===== src/rtl/stopwatch_ctrl_if.sv =====
// Button-side and display-side signals of the stopwatch controller.
// master = button/display logic, slave = stopwatch_ctrl.
interface stopwatch_ctrl_if;
  logic        start_stop;
  logic        lap;
  logic        clear;
  logic [15:0] disp;
  logic        running;
  logic        lap_active;
  logic        rollover;

  modport master (
    output start_stop, lap, clear,
    input  disp, running, lap_active, rollover
  );

  modport slave (
    input  start_stop, lap, clear,
    output disp, running, lap_active, rollover
  );
endinterface


===== src/rtl/stopwatch_ctrl.sv =====
// Start/stop/lap/clear stopwatch: tick prescaler, control FSM, 4-digit BCD chain, lap snapshot.
// Optional macro STOPWATCH_EDGE_DETECT_EN: turns level button inputs into rising-edge events.
//
// state   | meaning
// IDLE    | stopped at zero, waiting for start
// RUN     | counting, display shows live count
// LAP     | counting, display frozen on snapshot
// PAUSE   | stopped, count and prescaler phase held
module stopwatch_ctrl #(
  parameter int unsigned DIV = 5000000
) (
  input  logic           clk,
  input  logic           reset,
  stopwatch_ctrl_if.slave bus
);

  localparam int unsigned PW = $clog2(DIV);
  localparam logic [PW-1:0] PRE_MAX = PW'(DIV - 1);

  typedef enum logic [1:0] {
    S_IDLE  = 2'd0,
    S_RUN   = 2'd1,
    S_LAP   = 2'd2,
    S_PAUSE = 2'd3
  } state_t;

  state_t        state, state_nxt;
  logic [PW-1:0] presc, presc_nxt;
  logic [15:0]   cnt, cnt_nxt;
  logic [15:0]   snap, snap_nxt;
  logic          roll_nxt;
  logic          counting;
  logic          tick;
  logic [4:0]    carry;
  logic          ev_ss, ev_lap, ev_clear;

`ifdef STOPWATCH_EDGE_DETECT_EN
  logic [2:0] btn_cur, btn_prev;

  // Edge registers clear to 0 so a button already held at reset release yields one event.
  always_ff @(posedge clk or posedge reset) begin
    if (reset) begin
      btn_cur  <= '0;
      btn_prev <= '0;
    end else begin
      btn_cur  <= {bus.clear, bus.start_stop, bus.lap};
      btn_prev <= btn_cur;
    end
  end

  assign {ev_clear, ev_ss, ev_lap} = btn_cur & ~btn_prev;
`else
  assign ev_clear = bus.clear;
  assign ev_ss    = bus.start_stop;
  assign ev_lap   = bus.lap;
`endif

  always_comb begin
    state_nxt = state;
    presc_nxt = presc;
    cnt_nxt   = cnt;
    snap_nxt  = snap;
    counting  = (state == S_RUN) || (state == S_LAP);
    tick      = counting && (presc == PRE_MAX);
    carry     = '0;
    carry[0]  = tick;

    if (counting) presc_nxt = tick ? '0 : presc + 1'b1;

    for (int i = 0; i < 4; i++) begin
      carry[i+1] = carry[i] && (cnt[i*4 +: 4] == 4'd9);
      if (carry[i])
        cnt_nxt[i*4 +: 4] = (cnt[i*4 +: 4] == 4'd9) ? 4'd0 : cnt[i*4 +: 4] + 4'd1;
    end
    roll_nxt = carry[4];

    // Highest-priority legal event wins; clear outranks start_stop outranks lap.
    case (state)
      S_IDLE: begin
        if (!ev_clear && ev_ss) state_nxt = S_RUN;
      end
      S_RUN: begin
        if (ev_ss) begin
          state_nxt = S_PAUSE;
        end else if (ev_lap) begin
          state_nxt = S_LAP;
          snap_nxt  = cnt;
        end
      end
      S_LAP: begin
        if (ev_ss)       state_nxt = S_PAUSE;
        else if (ev_lap) state_nxt = S_RUN;
      end
      S_PAUSE: begin
        if (ev_clear) begin
          state_nxt = S_IDLE;
          cnt_nxt   = '0;
          snap_nxt  = '0;
          presc_nxt = '0;
        end else if (ev_ss) begin
          state_nxt = S_RUN;
        end
      end
      default: state_nxt = S_IDLE;
    endcase
  end

  always_ff @(posedge clk or posedge reset) begin
    if (reset) begin
      state          <= S_IDLE;
      presc          <= '0;
      cnt            <= '0;
      snap           <= '0;
      bus.disp       <= '0;
      bus.running    <= 1'b0;
      bus.lap_active <= 1'b0;
      bus.rollover   <= 1'b0;
    end else begin
      state          <= state_nxt;
      presc          <= presc_nxt;
      cnt            <= cnt_nxt;
      snap           <= snap_nxt;
      bus.disp       <= (state_nxt == S_LAP) ? snap_nxt : cnt_nxt;
      bus.running    <= (state_nxt == S_RUN) || (state_nxt == S_LAP);
      bus.lap_active <= (state_nxt == S_LAP);
      bus.rollover   <= roll_nxt;
    end
  end

endmodule


===== src/flat_wrapper.sv =====
// flat-port wrapper written by rule: the top's interface ports become plain ports
module stopwatch_ctrl_flat 
#(
  parameter int unsigned DIV = 5000000
)
  (clk, reset, bus_start_stop, bus_lap, bus_clear, bus_disp, bus_running, bus_lap_active, bus_rollover);
  stopwatch_ctrl_if bus_i ();
  input  logic clk;
  input  logic reset;
  input wire logic [$bits(bus_i.start_stop)-1:0] bus_start_stop;
  input wire logic [$bits(bus_i.lap)-1:0] bus_lap;
  input wire logic [$bits(bus_i.clear)-1:0] bus_clear;
  output wire logic [$bits(bus_i.disp)-1:0] bus_disp;
  output wire logic [$bits(bus_i.running)-1:0] bus_running;
  output wire logic [$bits(bus_i.lap_active)-1:0] bus_lap_active;
  output wire logic [$bits(bus_i.rollover)-1:0] bus_rollover;
  assign bus_i.start_stop = bus_start_stop;
  assign bus_i.lap = bus_lap;
  assign bus_i.clear = bus_clear;
  assign bus_disp = bus_i.disp;
  assign bus_running = bus_i.running;
  assign bus_lap_active = bus_i.lap_active;
  assign bus_rollover = bus_i.rollover;
  stopwatch_ctrl #(.DIV(DIV)) u_core (.clk(clk), .reset(reset), .bus(bus_i));
endmodule

===== config.mk =====
export PLATFORM = sky130hd
export DESIGN_NAME = stopwatch_ctrl_flat
export DESIGN_NICKNAME = d
export VERILOG_FILES = /design/src/rtl/stopwatch_ctrl_if.sv /design/src/rtl/stopwatch_ctrl.sv /design/src/flat_wrapper.sv
export SDC_FILE = /design/constraint.sdc
export NUM_CORES = 1
export LEC_CHECK = 0
export ABC_AREA = 1
export CELL_PAD_IN_SITES_DETAIL_PLACEMENT = 0
export CELL_PAD_IN_SITES_GLOBAL_PLACEMENT = 1
export CORE_MARGIN = 2
export CORE_UTILIZATION = 51
export CTS_BUF_LIST = sky130_fd_sc_hd__clkbuf_16
export CTS_CLUSTER_SIZE = 20
export DETAILED_ROUTE_END_ITERATION = 10
export DONT_BUFFER_PORTS = 1
export PLACE_DENSITY_LB_ADDON = 0.08
export SYNTH_ARGS = -nofsm -noshare
export SYNTH_HDL_FRONTEND = slang
export SYNTH_SLANG_ARGS = --single-unit
export TNS_END_PERCENT = 5

===== constraint.sdc =====
create_clock -name clk -period 4.5 [get_ports clk]
set_input_delay 0.9 -clock clk [delete_from_list [all_inputs] [get_ports clk]]
set_output_delay 0.9 -clock clk [all_outputs]
set_load 0.01 [all_outputs]

# == Yosys cells after proc, flatten, opt, wreduce, memory -nomap -nowiden ==
# Index checks and enable logic that the tools add are counted.
# word_totals
register_bits,76
out_inout_bits,19
input_bits,5
elab_cells,60
# classes
addsub,5
muxes,27
n_reduce_logical,10
n_eq_ne,10
# ops
cell,count
$mux 16,6
$mux 23,4
$mux 4,8
$pmux 16 s2,1
$add 23x1->23 const B,1
$eq 23x23->1 const B,1
$add 4x1->4 const B,4
$eq 4x4->1 const B,4
$mux 2,7
$pmux 2 s4,1
$eq 2x2->1 const B,3
$logic_and 1x1->1,6
$eq 2x1->1 const B,2
$logic_not 2->1,1
$logic_or 1x1->1,2
$logic_not 1->1,1

# == Depth between registers and ports, before layout ==
# Gate-level depths: netlist of the first run.
# logic_depth
depth_word,10
depth_mapped,13
mapped_depth_nobuf,13

# == Worst setup path before layout of the first run ==
# OpenSTA, ideal clock, no wires.
# synth_path
kind,input -> register
start,in bus_lap
end,reg u_core.bus.disp[3]
path_stages,9
arrival_ns,2.262
n_path_buf,2
setup_ns,0.138
setup_slack_ns,2.100
required_time_ns,4.362
path_cell_list,nand2_1 clkbuf_1 o31ai_1 o21ai_0 nand2_1 ha_1 clkbuf_1 nand2_1 o21ai_0
# synth_via
elab_chain_cells,5
word_cells_on_any_way,10
classes_between,eq/ne: 1; mux: 9
# synth_lines
item,line,source
"start, declared",flat_wrapper.sv:11,input wire logic [$bits(bus_i.lap)-1:0] bus_lap;
$mux 2 (on tied branches),"stopwatch_ctrl.sv:92, stopwatch_ctrl.sv:85",
$mux 2 (on tied branches),"stopwatch_ctrl.sv:91, stopwatch_ctrl.sv:83",
$pmux 2 s4 *,stopwatch_ctrl.sv:78,case (state)
named net u_core.state_nxt[1],stopwatch_ctrl.sv:27,"state_t state, state_nxt;"
$eq 2x2->1 *,stopwatch_ctrl.sv:123,bus.disp <= (state_nxt == S_LAP) ? snap_nxt : cnt_nxt;
$mux 16 *,stopwatch_ctrl.sv:123,
"end signal, assigned",stopwatch_ctrl.sv:123,
"end, declared",stopwatch_ctrl_if.sv:19,"output disp, running, lap_active, rollover"
# The timed path passes the listed nets; every way through them passes the cells marked *.

# == Worst setup path in the final report of the first run ==
# layout_path
start,reg u_core.state[1]
end,reg u_core.bus.disp[12]
# layout_via
word_cells_on_any_way,23
classes_between,eq/ne: 4; mux: 13; reduce/logical: 6
# layout_lines
item,line,source
"start, declared",stopwatch_ctrl.sv:27,
"start signal, assigned",stopwatch_ctrl.sv:119,state <= state_nxt;
$mux 2 (on tied branches),"stopwatch_ctrl.sv:100, stopwatch_ctrl.sv:85, stopwatch_ctrl.sv:92",
$mux 2 (on tied branches),"stopwatch_ctrl.sv:95, stopwatch_ctrl.sv:83, stopwatch_ctrl.sv:91",
$pmux 2 s4 *,stopwatch_ctrl.sv:78,
named net u_core.state_nxt[1],stopwatch_ctrl.sv:27,
$eq 2x2->1 *,stopwatch_ctrl.sv:123,
$mux 16 *,stopwatch_ctrl.sv:123,
# Marked as above.

==> flow_summary.toml, run 1 <==
[cells_and_area]
drive_gt1_frac = 0.1079
multi_input_area_mm2 = 0.001713
syn2layout_area_growth_pct = 11.00
insertedDiodeCount = 0
fin_nets = 497
regArea_mm2 = 0.001902
fillCellCount = 672
fin_util = 0.5908

[timing]
worstMarginPinSlew_ns = 0.7242
timing.final.crit_period_ns = 2.682
relSlewSlack = 0.5166
rsz0062_at_grt = "no"
skew_ns = 0.006913
hold_viol_final = 0
period_share = 0.5960
setup_viol = 0
fin_setup_tns_ns = 0
drv_slew = 0
max_freq_ghz = 0.3728

[floorplanning]
start_util = 0.5323
die-height_um = 91.70
rows = 31
ios = 24
die_x_um = 91.70
core_mm2 = 0.007370
die-area_mm2 = 0.008409

[clocking]
clock_sinks = 76
tritoncts = "done"
cts_setup_buffers = 0
h-tree-depth = 3
clk_transition_reported_paths_ns = 0.06
cts-resized-gates = 0
cts_hold_buf = 0
cts_buffer_depth = 2
cts_root_buffer = "clkbuf_16"
clock_latency_ns = 0.34
numCtsBuffers = 9

[drt]
num_vias = 3147
firstDrtPassIters = 4
drc = 0
routedWlPerCell_um = 15.11
drt_iter0_markers = 161
viasPerCell = 5.334
drt-total-wl_um = 8915
ant_nets = 0

[power_and_ir_drop]
p_total_w = 0.002127
p_leak_nw = 2.187
vdd_drop_max_v = 0.0002581
powerDensity_mw_per_mm2 = 488.6

[critical_path]
cp-end-kind = "register"
cp_common_cell = "nand2_1"
startpoint_type = "register"
slowest_stage = "nand2_1"
cp.required_ns = 4.77
arrival_ns = 2.95
worstPathCellList = "inv_1 -> ha_1 -> nand2_1 -> o31ai_1 -> o21ai_0 -> nand2_1 -> ha_1 -> buf_4 -> inv_1 -> nand4_1 -> nand2_1"
cpPeakStageDelay_ns = 0.52
worstPathMaxFanout = 23
crit_type = "register to register"
r2r_setup_slack_ns = 1.82

[synth]
syn_area_mm2 = 0.003923
seq_area_frac_synth = 0.4848
syn_avg_cell_area_um2 = 8.104
ys_ff_latch = 76
synth_fp_nets = 495
synthCells = 484
synth.distinct_cells = 36
ys_warn_count = 0

[placement]
gp_congestion = 0.9385
port-buffer-count = 0
post-dp-hpwl_um = 6237

[grt]
grt_pass1_vias = 3260
antenna_found_initial = 0
grtUsageTotal = 0.2389
grt_max_degree = 42
grt_pass1_wl_um = 15880
overflow = 0

[status]
outcome = "complete, no violations"

[min_path]
min_path_type = "register to register"

[run]
max_cap_viol_count = 0
-- worst paths after layout --
| kind | end | depth (start not counted) | startpoint |
|---|---|---|---|
| worst min-delay path | u_core.snap[2]$_DFF_PP0_ | 2 | u_core.snap[2]$_DFF_PP0_ |
| worst max register to register | u_core.bus.disp[12]$_DFF_PP0_ | 11 | u_core.state[1]$_DFF_PP0_ |
| max in group asynchronous | u_core.cnt[4]$_DFF_PP0_ | 2 | reset |
| worst min register to register | u_core.snap[2]$_DFF_PP0_ | 2 | u_core.snap[2]$_DFF_PP0_ |
| min in group asynchronous | u_core.presc[5]$_DFF_PP0_ | 1 | reset |
| worst max-delay path | u_core.bus.disp[12]$_DFF_PP0_ | 11 | u_core.state[1]$_DFF_PP0_ |
-- metal layers --
metal | part of all wire | GRT usage
met3 | 0.032 | 0.03615
met5 | 0 | 0
met4 | 0.019 | 0.09826
met2 | 0.51 | 0.4136
met1 | 0.44 | 0.2991
-- metrics by stage --
stage	instances	hold WS, ns	area [um2]	setup WS, ns
2_1_floorplan	484	0.4493	3923	1.662
3_3_place_gp	574	0.4628	4014	1.710
3_5_place_dp	574	0.4681	4014	1.666
4_1_cts	590	0.4828	4354	1.802
5_1_grt	590	0.5039	4354	1.479
6_report	590	0.4800	4354	1.818
-- worst max-delay path: cells and delay by family (launching register included) --
| family | cells | cell delay, ns |
|---|---|---|
| flops | 1 | 0.41 |
| fa+ha+maj | 2 | 0.41 |
| simple gates | 4 | 0.83 |
| buf+inv | 3 | 0.64 |
| compound gates | 2 | 0.33 |
-- power by group --
group          leakage (nW)  internal (W)  switching (W)
clock network         0.169      0.000541       0.000283
logic                 0.974      0.000131       0.000338
registers              1.04      0.000764      0.0000702
-- cell type report --
type / instances / area share
clock inverter: 7 / 0.02644
timing repair buffer: 3 / 0.005172
multi-input combinational: 329 / 0.3934
tap: 99 / 0.02845
clock buffer: 9 / 0.05172
inverter: 67 / 0.05805
sequential: 76 / 0.4368
-- cell usage after synthesis (all sizes together) --
| library cell | number | share of area |
|---|---|---|
| ha | 6 | 0.019 |
| inv | 67 | 0.064 |
| and3 | 3 | 0.0048 |
| nand3 | 34 | 0.052 |
| nand2 | 131 | 0.13 |
| a211oi | 2 | 0.0038 |
| a221oi | 2 | 0.0045 |
| nor2 | 55 | 0.068 |
| nor4 | 1 | 0.0016 |
| dfrtp | 76 | 0.48 |
| nor3 | 13 | 0.024 |
| a31oi | 1 | 0.0016 |
| o31ai | 18 | 0.034 |
| o21a | 1 | 0.0019 |
| clkbuf | 4 | 0.0038 |
| nor3b | 1 | 0.0019 |
| nand4 | 18 | 0.030 |
| and2 | 1 | 0.0016 |
| a21oi | 19 | 0.024 |
| nand3b | 2 | 0.0038 |
| o21ai | 21 | 0.029 |
| buf | 8 | 0.011 |
-- kinds of logic after synthesis --
logic type,after synthesis,synth area share
simple gates,259,0.3183
buf+inv,79,0.07847
flops,76,0.4848
compound gates,64,0.09920
fa+ha+maj,6,0.01914
-- flip-flops by register name, indices dropped and copies added, names as in the netlist --
register	count
u_core.snap	16
u_core.state	2
u_core.cnt	16
u_core.bus.rollover	1
u_core.bus.disp	16
u_core.presc	23
u_core.bus.lap_active	1
u_core.bus.running	1
-- placed cells by master (no fill, tap or decap), drive strengths merged --
cell    netlist  routed
clkinv        0       3
o21a          1       1
nor2         55      55
a21oi        19      19
nand4        18      18
nor3b         1       1
a211oi        2       2
nand3b        2       2
bufinv        0       3
a221oi        2       2
and3          3       3
clkbuf        4       9
nand3        34      34
nor3         13      13
o31ai        18      18
ha            6       6
nand2       131     131
o21ai        21      21
buf           8       3
dfrtp        76      76
inv          67      68
and2          1       1
a31oi         1       1
nor4          1       1
Note: power is estimated with default switching activity, not from simulation.
==> inputs of run 2 (changes only) <==
Settings changed: CORE_UTILIZATION 51 to 43.
Clock period 4.5 ns to 2.4 ns, I/O delays scaled along.
==> run 2 against run 1 <==
  * Combinational power rose by 97%
  * Critical endpoint is now u_core.bus.disp[5]$_DFF_PP0_
  * Total power rose by 77%
  * Wire length rose by 3.1%
  * Fmax rose by 25%
  * Largest power group unchanged
  * Design area rose by 0.23%
==> flow_summary.toml, run 2 (synthesized netlist as in run 1, its figures left out) <==
[timing]
hold_viol_final = 0
rsz0062_at_grt = "no"
skew_ns = 0.008868
period_share = 0.8944
max_freq_ghz = 0.4659
worstMarginPinSlew_ns = 0.6082
drv_slew = 0
fin_setup_tns_ns = 0
timing.final.crit_period_ns = 2.146
whs_ns = 0.06719
setup_viol = 0
relSlewSlack = 0.5914

[grt]
grt_pass1_wl_um = 15720
antenna_found_initial = 0
overflow = 0
grt_pass1_vias = 3205
grtUsageTotal = 0.2004
grt_max_degree = 30

[critical_path]
regToRegEndpoint = "u_core.bus.disp[5]$_DFF_PP0_"
rr_startpoint = "u_core.state[1]$_DFF_PP0_"
r2r_setup_slack_ns = 0.25
slowest_stage = "ha_2"
cp.depth = 13
crit_start = "u_core.state[1]$_DFF_PP0_"
critPathTopFamily = "simple AND/OR/NAND/NOR gates"
cpPeakStageDelay_ns = 0.40
worst-path-buf-inv = 2
arrival_ns = 2.37
crit_type = "register to register"
startpoint_type = "register"
worstPathMaxFanout = 6
worst_r2r_path_depth = 13
cp-end-kind = "register"
crit_end = "u_core.bus.disp[5]$_DFF_PP0_"
cp_common_cell = "nand2_1"
worstPathCellList = "inv_1 -> ha_2 -> nand3_1 -> nor2_2 -> nand3_1 -> nor2_4 -> nand2_2 -> inv_2 -> nand2_1 -> nand3_1 -> nand2_1 -> nand2_1 -> nand2_1"
cp.required_ns = 2.62

[power_and_ir_drop]
powerDensity_mw_per_mm2 = 862.7
vdd_drop_max_v = 0.0004181
p_leak_nw = 2.167

[clocking]
cts_setup_buffers = 0
clk_transition_reported_paths_ns = 0.06
h-tree-depth = 3
clock_sinks = 76
clock_latency_ns = 0.34
tritoncts = "done"
cts-resized-gates = 0
numCtsBuffers = 9
cts_root_buffer = "clkbuf_16"
cts_hold_buf = 0
cts_buffer_depth = 2

[placement]
post-dp-hpwl_um = 6605
port-buffer-count = 0
gp_congestion = 0.8552
dpl.cell_count = 589

[drt]
drt_iter0_markers = 90
highest_layer = "met4"
wl_met1_um = 4166
drt-total-wl_um = 9189
drc = 0
viasPerCell = 5.162
wl_met3_um = 158
wl_met2_um = 4790
firstDrtPassIters = 4
num_vias = 3123
ant_nets = 0
routedWlPerCell_um = 15.19

[cells_and_area]
insertedDiodeCount = 0
finalNonFillerCells = 605
top_register = "u_core.presc"
drive_gt1_frac = 0.1227
syn2layout_area_growth_pct = 11.26
fin_nets = 503
layout_common_cells = "nand2_1, dfrtp_1, inv_1"
final_common_cell = "nand2_1"
fin_util = 0.4980
largest_reg_flops = 23
fillCellCount = 848

[floorplanning]
die-area_mm2 = 0.009902
die-height_um = 99.51
ios = 24
rows = 34
die_x_um = 99.51
start_util = 0.4476
core_mm2 = 0.008763

[status]
outcome = "complete, no violations"

[run]
max_cap_viol_count = 0

[min_path]
min_path_type = "primary input to async pin"
[run 2: worst min-delay path by stage]
stage	endpoint	depth (start not counted)	startpoint	slack (ns)
2_1_floorplan	u_core.snap[0]$_DFF_PP0_	2	u_core.snap[0]$_DFF_PP0_	0.45
3_3_place_gp	u_core.presc[5]$_DFF_PP0_	1	reset	0.43
3_5_place_dp	u_core.presc[5]$_DFF_PP0_	1	reset	0.44
4_1_cts	u_core.presc[5]$_DFF_PP0_	1	reset	0.08
5_1_grt	u_core.presc[5]$_DFF_PP0_	1	reset	0.10
6_report	u_core.presc[5]$_DFF_PP0_	1	reset	0.07
[run 2: area by class of cell]
cell class,instances,area [um2],area share
Sequential cell,76,1902,0.4358
Clock buffer,9,225.2,0.05161
Timing Repair Buffer,9,80.08,0.01835
Tap cell,108,135.1,0.03096
Inverter,67,255.2,0.05849
Clock inverter,7,51.30,0.01175
Multi-Input combinational cell,329,1715,0.3931
[run 2: through the flow]
step	power, W	cell area (um2)	worst slack (ns)
4_1_cts	0.003797	4362	0.2130
2_1_floorplan	0.002232	3926	0.2291
5_1_grt	0.004007	4364	0.009236
3_3_place_gp	0.002513	4085	0.2574
6_report	0.003765	4364	0.2535
3_5_place_dp	0.002520	4085	0.2296
[run 2: power breakdown]
part           total (W)  internal (W)  switching, W
clock            0.00128      0.000704      0.000577
sequential       0.00156       0.00143      0.000125
combinational   0.000926      0.000275      0.000651
total            0.00376       0.00241       0.00135
[run 2: layer usage]
metal	global-route usage	up-vias
li1	-	1597
met1	0.2477	1494
met2	0.3617	25
met3	0.02741	7
met4	0.06322	0
met5	0	-
[run 2: worst reg2reg max path: stages (launching register included)]
cell and delay, ns:
dfrtp_1 0.39, inv_1 0.10, ha_2 0.40, nand3_1 0.12
nor2_2 0.14, nand3_1 0.15, nor2_4 0.21, nand2_2 0.12
inv_2 0.08, nand2_1 0.07, nand3_1 0.07, nand2_1 0.07
nand2_1 0.06, nand2_1 0.05
==> variant: new RTL, config.mk and constraints of run 2 <==
Add a define of `STOPWATCH_EDGE_DETECT_EN`.
--- a/src/rtl/stopwatch_ctrl.sv
+++ b/src/rtl/stopwatch_ctrl.sv
@@ -8,2 +8,4 @@
 // PAUSE   | stopped, count and prescaler phase held
+`define STOPWATCH_EDGE_DETECT_EN
+
 module stopwatch_ctrl #(
Check against the original RTL: not equivalent (a bounded check fails within 4 cycles, from zero or initial values and one cycle with reset high).
==> variant against run 2 <==
- worst setup slack improved by 0.0022 ns
- die area rose by 4.3%
- largest power group unchanged
- hold slack got worse by 0.071 ns
- synthesized cell count fell by 0.83%
- sequential share of layout area rose by 1.6 points
- sequential cell count rose by 6
- wire length rose by 1.1%
- the run now ends with negative hold slack left
- critical path type unchanged
- critical path depth fell by 2
- area after synthesis rose by 4.5%
- total power fell by 9.9%
- final area rose by 4.0%
==> variant: results (changes against run 2) <==
Setup path
  – Crit-path max cell delay: 0.42 ns (was 0.40 ns)
  – Max FO, Critical Path: 7 (was 6)
  – Cells on worst reg2reg path: 11 (was 13)

Run status
  – Outcome: complete, but fails checks (was finished clean)
  – Failing checks: negative hold slack

Drt
  – 1st-pass router iterations: 5 (was 4)
  – Met3 routed WL: 364 um (was 158 um)
  – Vias per inst: 5.17 (was 5.16)
  – Metal2 WL: 4010 um (was 4790 um)
  – Drt initial violations: 170 (was 90)
  – DRT Wirelength: 9290 um (was 9190 um)

Pwr
  – Lkg Pwr: 2.29 nW (was 2.17 nW)
  – Worst vdd ir: 0.000395 V (was 0.000418 V)

Synth
  – Sequential share of the synthesized area: 50.1% (was 48.5%)
  – Synth cell count leaders: 101 x nand2_1, 82 x dfrtp_1, 65 x inv_1 (was 124 x nand2_1, 76 x dfrtp_1, 62 x inv_1)
  – Synth unique cells: 42 (was 36)

Timing
  – Slew @ Worst Pin: 0.663 ns (was 0.608 ns)
  – Hold Slack: -0.00393 ns (was 0.0672 ns)
  – Final Hold Viols: 2 (was 0)
  – Fin crit share: 89.3% (was 89.4%)

Global route
  – Global-route wire length before repair: 16200 um (was 15700 um)
  – Largest net degree at the start of global routing: 36 (was 30)

Place
  – Routability cong.: 0.817 (was 0.855)

Layout
  – Fillers: 891 (was 848)
  – Fraction of layout cells with a size suffix above 1: 11.9% (was 12.3%)
## variant: cell types whose count changed after synthesis, moves of 3 or more
cell,run 2,this run
a21oi_1,19,16
a32o_1,0,15
dfrtp_1,76,82
inv_1,62,65
nand2_1,124,101
nand3_1,29,23
nor2_1,43,52
o21ai_0,17,22
o31ai_1,18,2
## variant: per-layer routing
| layer | GRT usage [%] | up-vias |
|---|---|---|
| li1 | - | 1599 |
| met1 | 29.8 | 1544 |
| met2 | 30.0 | 63 |
| met3 | 4.55 | 12 |
| met4 | 7.69 | 0 |
| met5 | 0 | - |
## variant: worst max-delay path: cells and delay by family, from the launching register on
family	cells	cell delay, ns
simple gates	9	1.12
buf+inv	1	0.08
fa+ha+maj	1	0.42
flops	1	0.39
## variant: layout make-up
class	instances	area (um2)	area share, %
well taps	129	161	3.56
flip-flops and latches	82	2050	45.2
inverters	72	274	6.04
clock buffers	9	225	4.96
clock inverters	6	22.5	0.496
repair buffers	10	87.6	1.93
multi-input cells	315	1720	37.8
## variant: power breakdown
part	internal [mW]	leakage, nW	switching (mW)
clock	0.672	0.143	0.513
combinational	0.195	1.03	0.475
sequential	1.46	1.12	0.0735
## variant: path summary, 6_finish.rpt
kind,endpoint
setup / recovery,u_core.bus.disp[9]$_DFF_PP0_
hold / removal,u_core.presc[0]$_DFF_PP0_
setup reg to reg,u_core.bus.disp[9]$_DFF_PP0_
hold reg to reg,u_core.btn_prev[1]$_DFF_PP0_
max in group asynchronous,u_core.snap[7]$_DFF_PP0_
min in group clk,u_core.btn_cur[2]$_DFF_PP0_
## variant: logic make-up after synthesis
kind of cell	after synthesis	share of synthesized area, %
buffers and inverters	83	8.03
DFF	82	50.1
AOI/OAI and AO/OA	66	11.1
xor gates and xnor gates	2	0.428
and+or+nand+nor	241	28.6
adders and majority gates	6	1.83
## variant: per-stage QoR
step / hold slack (ns) / cells / area (um2) / power (mW)
finish: -0.00393 / 623 / 4540 / 3.39
global route: 0.0151 / 623 / 4540 / 3.60
CTS: 0.00590 / 623 / 4540 / 3.44
detailed placement: 0.361 / 608 / 4290 / 2.24
global placement: 0.360 / 608 / 4290 / 2.23
floorplan: 0.354 / 480 / 4100 / 2.02
